--- config.mk ---
export PLATFORM = sky130hd
export DESIGN_NAME = rl_fifo_1r1w_ctrl_flat
export DESIGN_NICKNAME = d
export VERILOG_FILES = /design/src/rtl/rl_fifo_1r1w_ctrl_if.sv /design/src/rtl/rl_fifo_1r1w_ctrl.sv /design/src/flat_wrapper.sv
export SDC_FILE = /design/constraint.sdc
export NUM_CORES = 1
export LEC_CHECK = 0
export ABC_CLOCK_PERIOD_IN_PS = 3200
export CAP_MARGIN = 15
export CORE_MARGIN = 4
export CORE_UTILIZATION = 32
export DETAILED_ROUTE_END_ITERATION = 12
export PLACE_DENSITY = 0.78
export SLEW_MARGIN = 20
export SYNTH_ARGS = -nofsm -noshare
export SYNTH_HDL_FRONTEND = slang
export SYNTH_SLANG_ARGS = --single-unit
--- constraint.sdc ---
create_clock -name clk_i -period 3.2 [get_ports clk_i]
set_input_delay 0.64 -clock clk_i [delete_from_list [all_inputs] [get_ports clk_i]]
set_output_delay 0.64 -clock clk_i [all_outputs]
set_load 0.05 [all_outputs]
--- src/rtl/rl_fifo_1r1w_ctrl_if.sv ---
// Port bundle between the FIFO controller, its producer/consumer and the attached 1R1W RAM.
// Signal names keep the controller-side _i/_o suffixes so they line up with the block's port list.
interface rl_fifo_1r1w_ctrl_if #(
  parameter int unsigned ABITS = 10,
  parameter int unsigned DBITS = 32
);
  // Handshake: push_i is taken on a rising edge only while full_o is low, and pop_i only while
  // empty_o is low; there is no ready wire, the flags act as ready. Read data arrives one cycle
  // after an accepted pop and is qualified by the single-cycle dout_valid_o pulse.
  logic               push_i;
  logic [DBITS-1:0]   din_i;
  logic               pop_i;
  logic [DBITS-1:0]   dout_o;
  logic               dout_valid_o;
  logic               full_o;
  logic               empty_o;
  logic               almost_full_o;
  logic               almost_empty_o;
  logic [ABITS:0]     count_o;
  logic               overflow_o;
  logic               underflow_o;
  logic [ABITS-1:0]   ram_waddr_o;
  logic [DBITS-1:0]   ram_din_o;
  logic               ram_we_o;
  logic [(DBITS+7)/8-1:0] ram_be_o;
  logic [ABITS-1:0]   ram_raddr_o;
  logic [DBITS-1:0]   ram_dout_i;

  modport slave (
    input  push_i, din_i, pop_i, ram_dout_i,
    output dout_o, dout_valid_o, full_o, empty_o, almost_full_o, almost_empty_o,
           count_o, overflow_o, underflow_o,
           ram_waddr_o, ram_din_o, ram_we_o, ram_be_o, ram_raddr_o
  );

  modport master (
    output push_i, din_i, pop_i, ram_dout_i,
    input  dout_o, dout_valid_o, full_o, empty_o, almost_full_o, almost_empty_o,
           count_o, overflow_o, underflow_o,
           ram_waddr_o, ram_din_o, ram_we_o, ram_be_o, ram_raddr_o
  );
endinterface

--- src/rtl/rl_fifo_1r1w_ctrl.sv ---
// Synchronous FIFO controller for a 1R1W RAM with a registered read address (1-cycle read latency).
// Owns pointers, occupancy and flags; turns push/pop into RAM write/read accesses.
module rl_fifo_1r1w_ctrl #(
  parameter int unsigned ABITS        = 10,
  parameter int unsigned DBITS        = 32,
  parameter int unsigned ALMOST_FULL  = 2**ABITS - 4,
  parameter int unsigned ALMOST_EMPTY = 4
) (
  input logic                clk_i,
  input logic                rst_ni,
  rl_fifo_1r1w_ctrl_if.slave bus
);

  localparam int unsigned    BBITS   = (DBITS + 7) / 8;
  localparam logic [ABITS:0] DEPTH_C = {1'b1, {ABITS{1'b0}}};
  localparam logic [ABITS:0] AF_C    = ALMOST_FULL[ABITS:0];
  localparam logic [ABITS:0] AE_C    = ALMOST_EMPTY[ABITS:0];

  logic [ABITS-1:0] wr_ptr;
  logic [ABITS-1:0] rd_ptr;
  logic [ABITS:0]   count;
  logic             dout_valid_q;
  logic             overflow_q;
  logic             underflow_q;

  logic             full;
  logic             empty;
  logic             push_acc;
  logic             pop_acc;

  // Flags come from the registered count only, so a push while full is refused even when a pop
  // frees a slot in the same cycle; that keeps the write off the address being read.
  assign full     = (count == DEPTH_C);
  assign empty    = (count == '0);
  assign push_acc = bus.push_i & ~full;
  assign pop_acc  = bus.pop_i & ~empty;

  always_ff @(posedge clk_i) begin
    if (!rst_ni) begin
      wr_ptr       <= '0;
      rd_ptr       <= '0;
      count        <= '0;
      dout_valid_q <= 1'b0;
      overflow_q   <= 1'b0;
      underflow_q  <= 1'b0;
    end else begin
      if (push_acc) wr_ptr <= wr_ptr + 1'b1;
      if (pop_acc)  rd_ptr <= rd_ptr + 1'b1;
      case ({push_acc, pop_acc})
        2'b10:   count <= count + 1'b1;
        2'b01:   count <= count - 1'b1;
        default: count <= count;
      endcase
      dout_valid_q <= pop_acc;
      overflow_q   <= bus.push_i & full;
      underflow_q  <= bus.pop_i & empty;
    end
  end

  // The valid pulse is also masked while reset is held, so a pop followed by reset shows no data.
  assign bus.dout_o         = bus.ram_dout_i;
  assign bus.dout_valid_o   = dout_valid_q & rst_ni;
  assign bus.full_o         = full;
  assign bus.empty_o        = empty;
  assign bus.almost_full_o  = (count >= AF_C);
  assign bus.almost_empty_o = (count <= AE_C);
  assign bus.count_o        = count;
  assign bus.overflow_o     = overflow_q;
  assign bus.underflow_o    = underflow_q;

  assign bus.ram_waddr_o = wr_ptr;
  assign bus.ram_din_o   = bus.din_i;
  assign bus.ram_we_o    = push_acc & rst_ni;
  assign bus.ram_be_o    = {BBITS{1'b1}};
  assign bus.ram_raddr_o = rd_ptr;

endmodule

--- src/flat_wrapper.sv ---
// flat-port wrapper written by rule: the top's interface ports become plain ports
module rl_fifo_1r1w_ctrl_flat 
#(
  parameter int unsigned ABITS        = 10,
  parameter int unsigned DBITS        = 32,
  parameter int unsigned ALMOST_FULL  = 2**ABITS - 4,
  parameter int unsigned ALMOST_EMPTY = 4
)
  (clk_i, rst_ni, bus_push_i, bus_din_i, bus_pop_i, bus_ram_dout_i, bus_dout_o, bus_dout_valid_o, bus_full_o, bus_empty_o, bus_almost_full_o, bus_almost_empty_o, bus_count_o, bus_overflow_o, bus_underflow_o, bus_ram_waddr_o, bus_ram_din_o, bus_ram_we_o, bus_ram_be_o, bus_ram_raddr_o);
  rl_fifo_1r1w_ctrl_if #(.ABITS(ABITS), .DBITS(DBITS)) bus_i ();
  input logic clk_i;
  input logic rst_ni;
  input wire logic [$bits(bus_i.push_i)-1:0] bus_push_i;
  input wire logic [$bits(bus_i.din_i)-1:0] bus_din_i;
  input wire logic [$bits(bus_i.pop_i)-1:0] bus_pop_i;
  input wire logic [$bits(bus_i.ram_dout_i)-1:0] bus_ram_dout_i;
  output wire logic [$bits(bus_i.dout_o)-1:0] bus_dout_o;
  output wire logic [$bits(bus_i.dout_valid_o)-1:0] bus_dout_valid_o;
  output wire logic [$bits(bus_i.full_o)-1:0] bus_full_o;
  output wire logic [$bits(bus_i.empty_o)-1:0] bus_empty_o;
  output wire logic [$bits(bus_i.almost_full_o)-1:0] bus_almost_full_o;
  output wire logic [$bits(bus_i.almost_empty_o)-1:0] bus_almost_empty_o;
  output wire logic [$bits(bus_i.count_o)-1:0] bus_count_o;
  output wire logic [$bits(bus_i.overflow_o)-1:0] bus_overflow_o;
  output wire logic [$bits(bus_i.underflow_o)-1:0] bus_underflow_o;
  output wire logic [$bits(bus_i.ram_waddr_o)-1:0] bus_ram_waddr_o;
  output wire logic [$bits(bus_i.ram_din_o)-1:0] bus_ram_din_o;
  output wire logic [$bits(bus_i.ram_we_o)-1:0] bus_ram_we_o;
  output wire logic [$bits(bus_i.ram_be_o)-1:0] bus_ram_be_o;
  output wire logic [$bits(bus_i.ram_raddr_o)-1:0] bus_ram_raddr_o;
  assign bus_i.push_i = bus_push_i;
  assign bus_i.din_i = bus_din_i;
  assign bus_i.pop_i = bus_pop_i;
  assign bus_i.ram_dout_i = bus_ram_dout_i;
  assign bus_dout_o = bus_i.dout_o;
  assign bus_dout_valid_o = bus_i.dout_valid_o;
  assign bus_full_o = bus_i.full_o;
  assign bus_empty_o = bus_i.empty_o;
  assign bus_almost_full_o = bus_i.almost_full_o;
  assign bus_almost_empty_o = bus_i.almost_empty_o;
  assign bus_count_o = bus_i.count_o;
  assign bus_overflow_o = bus_i.overflow_o;
  assign bus_underflow_o = bus_i.underflow_o;
  assign bus_ram_waddr_o = bus_i.ram_waddr_o;
  assign bus_ram_din_o = bus_i.ram_din_o;
  assign bus_ram_we_o = bus_i.ram_we_o;
  assign bus_ram_be_o = bus_i.ram_be_o;
  assign bus_ram_raddr_o = bus_i.ram_raddr_o;
  rl_fifo_1r1w_ctrl #(.ABITS(ABITS), .DBITS(DBITS), .ALMOST_FULL(ALMOST_FULL), .ALMOST_EMPTY(ALMOST_EMPTY)) u_core (.clk_i(clk_i), .rst_ni(rst_ni), .bus(bus_i));
endmodule
# After elaboration in Yosys (flattened, before gate mapping)
# Cells that the tools add are included.
# op_classes
add_sub_neg	4
n_lt_le_gt_ge	2
eq_ne	3
mux	1
bitwise	8
n_reduce_logical	2
# ops
cell	count
$pmux 11 s2	1
$add 10x1->10 const B	2
$add 11x1->11 const B	1
$eq 11x11->1 const B	1
$ge 11x10->1 const B	1
$le 11x3->1 const B	1
$logic_not 11->1	1
$sub 11x1->11 const B	1
$and 1x1->1	6
$eq 2x1->1 const B	1
$eq 2x2->1 const B	1
$not 1->1	2
$reduce_bool 2->1	1
# word_totals
reg_bits	34
output_inout_bits	107
word_cells	26

# Longest topological paths before layout
# Gate-level depths: netlist (run 1).
# depth
depth_word	5
depth_mapped	12
depth_no_buf	12

# Worst setup path before layout (run 1)
# Ideal clock, no wire load.
# synth_path
kind	flip-flop to flip-flop
from	reg u_core.count[6] (netlist: u_core.bus.count_o[6])
to	reg u_core.count[10] (netlist: u_core.bus.count_o[10])
setup_ns	0.072
t_arrival_ns	3.423
setup_slack_ns	-0.295
stages_incl_launch_ff	12
cell_sequence	dfxtp_1 -> nor4_4 -> a41oi_2 -> inv_1 -> ha_1 -> ha_1 -> nor2b_1 -> o21a_1 -> a311o_2 -> a221oi_2 -> mux2i_1 -> mux2i_1
# synth_via
elab_chain_cells	5
elab_cells_between_ends	12
cone_classes	2 x add/sub; 3 x eq/ne; 1 x mux; 4 x bitwise; 2 x reduce/logical
# synth_rtl
element	line_no	rtl
from (decl)	rl_fifo_1r1w_ctrl.sv:21	logic [ABITS:0] count;
from (signal assigned)	rl_fifo_1r1w_ctrl.sv:50	2'b10: count <= count + 1'b1;
from (signal assigned)	rl_fifo_1r1w_ctrl.sv:51	2'b01: count <= count - 1'b1;
from (signal assigned)	rl_fifo_1r1w_ctrl.sv:52	default: count <= count;
parallel branches: the longest is 5 deep, another holds $sub 11x1->11	-	
# Parallel ways; which one is timed is not known.
# A chain may end at the register's enable or synchronous reset.

# Worst setup path in the final report (run 1)
# layout_path
from	in bus_push_i
to	reg u_core.count[10] (netlist: u_core.bus.count_o[10])
# layout_via
elab_chain_cells	3
elab_cells_between_ends	5
cone_classes	2 x eq/ne; 1 x mux; 1 x bitwise; 1 x reduce/logical
# layout_rtl
element	line_no	rtl
from (decl)	flat_wrapper.sv:13	input wire logic [$bits(bus_i.push_i)-1:0] bus_push_i;
$and 1x1->1 (*)	rl_fifo_1r1w_ctrl.sv:35	assign push_acc = bus.push_i & ~full;
$eq 2x1->1 or $eq 2x2->1 (tied branches)	rl_fifo_1r1w_ctrl.sv:49	case ({push_acc, pop_acc})
$pmux 11 s2 or $reduce_bool 2->1 (tied branches)	-	
# Mark *: on every way between the ends. The rest lies on a longest branch, timed or not.

==> flow_metrics.py, run 1 <==
metrics = {
    "outcome": {
        "outcome": "completed",
    },
    "global_route": {
        "use_met1": 0.144,
        "grt_usage": 0.120,
        "grt_use_met2": 0.198,
        "use_met3": 0.0360,
        "grt_pass1_vias": 1900,
        "grt.overflow.total": 0,
        "grt_max_degree": 30,
        "busiest_layer": "met2",
        "grt_pass1_wl_um": 8900,
        "grt_antenna_before_repair": 0,
    },
    "placed_design": {
        "dp_cells": 381,
        "portBuffers": 42,
        "dpl-instance-area_sq_um": 2690,
        "hpwlAfterDp_um": 4010,
        "gp_congestion": 0.810,
        "pre_cts_ws_ps": -263,
    },
    "worst_setup_path": {
        "crit_top_cell": "mux2i_1",
        "r2r_setup_slack_ps": 210,
        "critPathCaptureType": "flip-flop",
        "worstPathArrival_ps": 3280,
        "reg2reg_to": "u_core.bus.count_o[10]",
        "critPathLaunchType": "input port",
        "crit_start": "bus_push_i",
        "crit_chain": "clkdlybuf4s50_1, inv_1, a41oi_2, inv_2, ha_4, buf_4, ha_1, a21oi_2, nor2b_1, a311o_2, a221oi_4, mux2i_1, mux2i_1",
        "crit_path_max_fanout": 7,
        "reg2reg_depth": 11,
        "slowest_delay_ps": 470,
        "cp_data_required_time_ps": 3420,
        "worst-setup-path-type": "in -> reg",
        "timing.rr.start": "u_core.bus.count_o[9]",
        "slowest_stage": "clkdlybuf4s50_1",
    },
    "clocking": {
        "numCtsBuffers": 5,
        "cts_tree": "done",
        "cts_root_buf": "clkbuf_8",
        "clk_latency_ps": 290,
        "clkSinkCount": 34,
        "clock_path_buffers": 2,
        "cts.htree.levels": 2,
        "cts.reportedPaths.clkPinSlew_ps": 70,
    },
    "logic_synthesis": {
        "ys_seq_elements": 34,
        "synth_edf_count": 0,
        "synth-async-reset-ratio": 0,
        "synthTopCellsByArea": "dfxtp_1 27%, buf_4 21%, ha_1 6.0%",
        "synth_area_sq_um": 2490,
        "netlist_instances": 293,
        "yosysUniqueCellTypes": 40,
        "synth-main-ff-cell": "dfxtp_1",
        "ys_warn_count": 0,
        "synth_largest_area_cell": "dfxtp_1",
        "yosysMostFrequentCell": "buf_4",
        "synth_common_cells": "68 x buf_4, 34 x dfxtp_1, 22 x and2_1",
        "synth_top_area_share": 0.273,
        "avgSynthCellArea_sq_um": 8.50,
        "ys_seq_area_frac": 0.273,
    },
    "min_path": {
        "worstHoldPathType": "reg -> reg",
        "min_to": "u_core.bus.ram_waddr_o[4]",
        "hp-start": "u_core.bus.ram_waddr_o[4]",
        "hold_depth": 2,
    },
    "die": {
        "die_y_um": 96.2,
        "die_area_sq_um": 9260,
        "rows": 31,
        "start_util": 0.336,
        "fp.dieW_um": 96.2,
        "pin_count": 175,
        "coreArea_sq_um": 7410,
    },
    "routing": {
        "viasPerCell": 4.82,
        "totalWireLength_um": 5300,
        "drc": 0,
        "dr.pass1.iters": 4,
        "drtIter0Drc": 58,
        "ant_nets": 0,
        "wl_per_cell_um": 13.5,
        "vias": 1891,
    },
    "timing": {
        "fin_skew_ps": 10.1,
        "period_share": 0.957,
        "hold_viol": 0,
        "report.final.setup_viol": 0,
        "tightest_slew_ps": 513,
        "slew_headroom": 0.657,
        "worst_slack_ps": 139,
        "fin_crit_ps": 3060,
        "slew_viol_final": 0,
        "fmax_ghz": 0.327,
    },
    "power": {
        "p_leak_nw": 1.14,
        "power_w": 0.00266,
        "power_density_nw_per_um2": 938,
        "vdd_ir_drop_max_v": 0.000380,
    },
    "finish": {
        "ff_latch_area_sq_um": 693,
        "nNetsFinal": 372,
        "multiInputGateArea_sq_um": 1280,
        "n_fill_cell": 755,
        "fin_area_sq_um": 2830,
        "final_util": 0.382,
        "area_delta_synth_final_pct": 13.8,
        "drive_gt1_frac": 0.182,
        "fin_cells": 392,
    },
    "job": {
        "cap_violations": 0,
    },
}
## critical path, delay by kind of cell
family	cells	cell delay, ps
buffers and inverters	4	780
adders and majority gates	2	390
AOI/OAI and AO/OA	4	970
muxes	2	450
and+or+nand+nor	1	50
## area by class of cell
| type | count | area share |
|---|---|---|
| clock buffers | 6 | 0.0292 |
| diodes | 1 | 0.000883 |
| well taps | 99 | 0.0437 |
| clock inverters | 2 | 0.00442 |
| flip-flops and latches | 34 | 0.245 |
| inverters | 12 | 0.0159 |
| repair buffers | 62 | 0.208 |
| multi-input cells | 176 | 0.453 |
## flip-flops by register name, summed over array words and instances, names as in the netlist
signal,flops
u_core.bus.overflow_o,1
u_core.dout_valid_q,1
u_core.bus.ram_raddr_o,10
u_core.bus.ram_waddr_o,10
u_core.bus.count_o,11
u_core.bus.underflow_o,1
## what timing repair did
action | in CTS | in global routing
buffers inserted | 0 | 2
endpoints found under the setup margin | 0 | 1
gates resized for setup | 0 | 4
hold buffers | 0 | 0
## per-stage QoR
step / setup TNS (ps) / hold slack, ps
after floorplan: 0 / 666
after global placement: -331 / 486
after detailed placement: -420 / 500
after CTS: 0 / 510
after global routing: -4.24 / 548
final: 0 / 508
## layer usage
metal	vias to the layer above	part of all wire
met5	-	0
met4	0	0.017
met3	18	0.073
met2	54	0.48
met1	896	0.43
li1	923	-
## where the power goes
group | switching (W) | internal (W) | leakage (nW) | total [W]
logic | 0.00100 | 0.000672 | 0.808 | 0.00168
clock network | 0.000163 | 0.000173 | 0.0472 | 0.000336
registers | 0.000128 | 0.000516 | 0.280 | 0.000644
total | 0.00130 | 0.00136 | 1.14 | 0.00266
## layout by cell type (no fill, tap or decap), drive strengths merged, types with 2 or more instances in the layout
master and instances:
dfxtp 34, a31oi 3, xor2 8, xnor2 12, nor2b 4, a21oi 4, buf 22, nand2 17
a21boi 6, nand4 13, nand3 5, o21ai 15, o21a 3, and3 5, a311o 2, and2 22
conb 4, ha 12, or3 5, a21o 5, nor3 5, inv 12, a41oi 2, mux2i 4
clkdlybuf4s50 40, nor2 11, clkbuf 6
## how the worst max path moves through the flow
stage | end | slack [ps] | cells after the start
global route | u_core.bus.count_o[10] | -4 | 13
floorplan | u_core.bus.count_o[10] | 0.3 | 11
CTS | u_core.bus.count_o[10] | 10 | 12
detailed placement | u_core.bus.count_o[10] | -260 | 12
finish | u_core.bus.count_o[10] | 140 | 13
global placement | u_core.bus.count_o[10] | -210 | 12
## cells by family (layout without fill, tap and decap cells)
| logic type | count (synthesis) | after routing | synth area share |
|---|---|---|---|
| AOI/OAI and AO/OA | 44 | 44 | 0.130 |
| DFF | 34 | 34 | 0.273 |
| adders and majority gates | 13 | 13 | 0.0683 |
| buffers and inverters | 86 | 82 | 0.232 |
| muxes | 4 | 4 | 0.0161 |
| xor gates and xnor gates | 20 | 20 | 0.0704 |
| and+or+nand+nor | 91 | 91 | 0.209 |
| other | 1 | 5 | 0.00151 |
No activity file was read; power rests on OpenSTA's default activity.
==> inputs of run 2 (changes only) <==
- ABC_CLOCK_PERIOD_IN_PS: 3200 -> 2850
- CORE_UTILIZATION: 32 -> 36
- PLACE_DENSITY: 0.78 -> 0.83
- clock period: 3.2 -> 2.85 ns (I/O delays scaled with it)
==> run 2 against run 1 <==
Wire length increased by 6.0%. Flip-flop and latch count is the same. The run now ends with negative setup slack left. Utilization rose by 5.9 points. Non-clock buffer count rose by 18. Sequential power up 9.6%. Critical endpoint unchanged. Clock power about the same. Largest cell class unchanged. Cell area is 5.3% higher. Clock skew shrank 4.2 ps. Worst setup slack worse by 210 ps. Total power grew 23%. Die area down 10%. Critical path type is now reg -> reg. Hold slack improved by 12 ps. Largest power group unchanged.
==> flow_metrics.py, run 2 (synthesis gave the netlist of run 1 again) <==
metrics = {
    "outcome": {
        "outcome": "finished, violations left",
        "violations": "negative setup slack",
    },
    "global_route": {
        "grt_use_met2": 0.224,
        "use_met3": 0.0356,
        "busiest_layer": "met2",
        "grt_pass1_wl_um": 8980,
        "grt_max_degree": 33,
        "grt_usage": 0.131,
        "use_met1": 0.147,
        "grt_pass1_vias": 1958,
        "grt.overflow.total": 0,
        "grt_antenna_before_repair": 0,
    },
    "timing": {
        "tightest_slew_ps": 515,
        "rsz0062_at_grt": "yes",
        "worst_slack_ps": -71.0,
        "fmax_ghz": 0.342,
        "hold_viol": 0,
        "fin_crit_ps": 2920,
        "finalSetupTns_ps": -99.6,
        "fin_skew_ps": 5.88,
        "slew_viol_final": 0,
        "report.final.setup_viol": 2,
        "slew_headroom": 0.656,
        "period_share": 1.02,
    },
    "routing": {
        "dr.pass1.iters": 4,
        "wl_per_cell_um": 14.4,
        "vias": 1958,
        "viasPerCell": 5.03,
        "drc": 0,
        "ant_nets": 0,
        "drtIter0Drc": 91,
        "totalWireLength_um": 5620,
    },
    "placed_design": {
        "portBuffers": 42,
        "dp_cells": 373,
        "pre_cts_ws_ps": -508,
        "dpl-instance-area_sq_um": 2770,
        "hpwlAfterDp_um": 3980,
        "gp_congestion": 0.802,
    },
    "power": {
        "p_seq_frac": 0.216,
        "clockPowerShare": 0.103,
        "p_leak_nw": 1.25,
        "p_int_w": 0.00169,
        "p_sw_frac": 0.481,
        "power_switching_w": 0.00157,
        "pwr-share-comb": 0.681,
        "vdd_ir_drop_max_v": 0.000365,
        "power_density_nw_per_um2": 1090,
    },
    "worst_setup_path": {
        "r2r_setup_slack_ps": -70,
        "crit_buf_inv": 2,
        "timing.rr.start": "u_core.bus.count_o[9]",
        "crit_top_cell": "mux2i_1",
        "critPathLaunchType": "flip-flop",
        "critPathCaptureType": "flip-flop",
        "cp_data_required_time_ps": 3060,
        "crit_chain": "nor4_4, buf_6, a41oi_4, ha_4, buf_4, ha_1, o21a_1, a311o_2, a221oi_4, mux2i_1, mux2i_1",
        "critical-path-top-delay-family": "compound AO/OA/AOI/OAI gates",
        "slowest_delay_ps": 360,
        "worstPathArrival_ps": 3140,
        "slowest_stage": "a311o_2",
        "reg2reg_depth": 11,
        "worst-setup-path-type": "reg -> reg",
        "reg2reg_to": "u_core.bus.count_o[10]",
        "crit_path_max_fanout": 6,
    },
    "die": {
        "die_y_um": 91.2,
        "rows": 30,
        "coreArea_sq_um": 6760,
        "start_util": 0.369,
        "pin_count": 175,
        "die_area_sq_um": 8310,
        "fp.dieW_um": 91.2,
    },
    "finish": {
        "diodes": 0,
        "fin_area_sq_um": 2980,
        "layout_commonest_cell": "buf_4",
        "area_delta_synth_final_pct": 19.8,
        "fin_cells": 389,
        "final_cell_mix": "39 x buf_4, 36 x clkdlybuf4s50_1, 23 x dfxtp_1",
        "nNetsFinal": 390,
        "final_util": 0.442,
        "largest_reg_flops": 11,
        "drive_gt1_frac": 0.256,
        "n_fill_cell": 625,
    },
    "min_path": {
        "hp-start": "u_core.bus.ram_raddr_o[8]",
        "worstHoldPathType": "reg -> reg",
        "hold_depth": 2,
        "min_to": "u_core.bus.ram_raddr_o[8]",
    },
    "clocking": {
        "cts_tree": "done",
        "cts.htree.levels": 2,
        "cts.reportedPaths.clkPinSlew_ps": 70,
        "cts_root_buf": "clkbuf_8",
        "clock_path_buffers": 2,
        "clk_latency_ps": 290,
        "numCtsBuffers": 5,
        "clkSinkCount": 34,
        "holdBufCountCts": 0,
    },
    "job": {
        "cap_violations": 0,
    },
}
run 2: changes by cell type in the layout (fill, tap and decap cells not counted), moves of 2 or more:
cell / before / now
dlygate4sd2_1: 0 / 2
dfxtp_4: 0 / 2
buf_4: 20 / 39
clkdlybuf4s50_1: 40 / 36
xnor2_2: 0 / 2
xnor2_1: 12 / 10
run 2: power by group through the flow:
stage          combinational (W)  sequential, W  clock (W)
2_1_floorplan            0.00124       0.000994          0
3_3_place_gp             0.00200       0.000708          0
3_5_place_dp             0.00203       0.000712          0
4_1_cts                  0.00212       0.000703   0.000345
5_1_grt                  0.00238       0.000722   0.000367
6_report                 0.00222       0.000706   0.000336
run 2: per-layer routing:
layer | up-vias | routed length [um]
met5 | - | 0
met4 | 0 | 127
met3 | 28 | 392
met2 | 57 | 2710
met1 | 917 | 2390
li1 | 956 | -
run 2: worst max path at each step:
stage / cells after the start / to / startpoint
final: 11 / u_core.bus.count_o[10] / u_core.bus.count_o[9]
after global routing: 12 / u_core.bus.count_o[10] / u_core.bus.count_o[9]
after CTS: 12 / u_core.bus.count_o[10] / u_core.bus.count_o[9]
after detailed placement: 12 / u_core.bus.count_o[10] / bus_push_i
after global placement: 12 / u_core.bus.count_o[10] / bus_push_i
after floorplan: 11 / u_core.bus.count_o[10] / u_core.bus.count_o[9]
run 2: tightest hold or removal path, delay by kind of cell (launching register included):
kind | cells | cell delay [ps]
flops | 1 | 330
compound gates | 2 | 140
run 2: repair_timing:
| action | 4_1_cts | 5_1_grt |
|---|---|---|
| setup buffers | 7 | 2 |
| resized for setup | 6 | 7 |
| pin swaps | 5 | 3 |
| setup endpoints to repair | 2 | 5 |
run 2: cell type report:
cell class                      count  area, sq um  area share
Clock buffer                        5         68.8      0.0231
Clock inverter                      2         10.0     0.00335
Inverter                           12         45.0      0.0151
Multi-Input combinational cell    176         1340       0.449
Sequential cell                    34          699       0.234
Tap cell                           80          100      0.0335
Timing Repair Buffer               80          722       0.242
run 2: through the flow:
stage	total power, W	hold WS, ps
4_1_cts	0.00317	521
5_1_grt	0.00346	539
3_5_place_dp	0.00274	512
2_1_floorplan	0.00223	603
3_3_place_gp	0.00270	488
6_report	0.00327	520
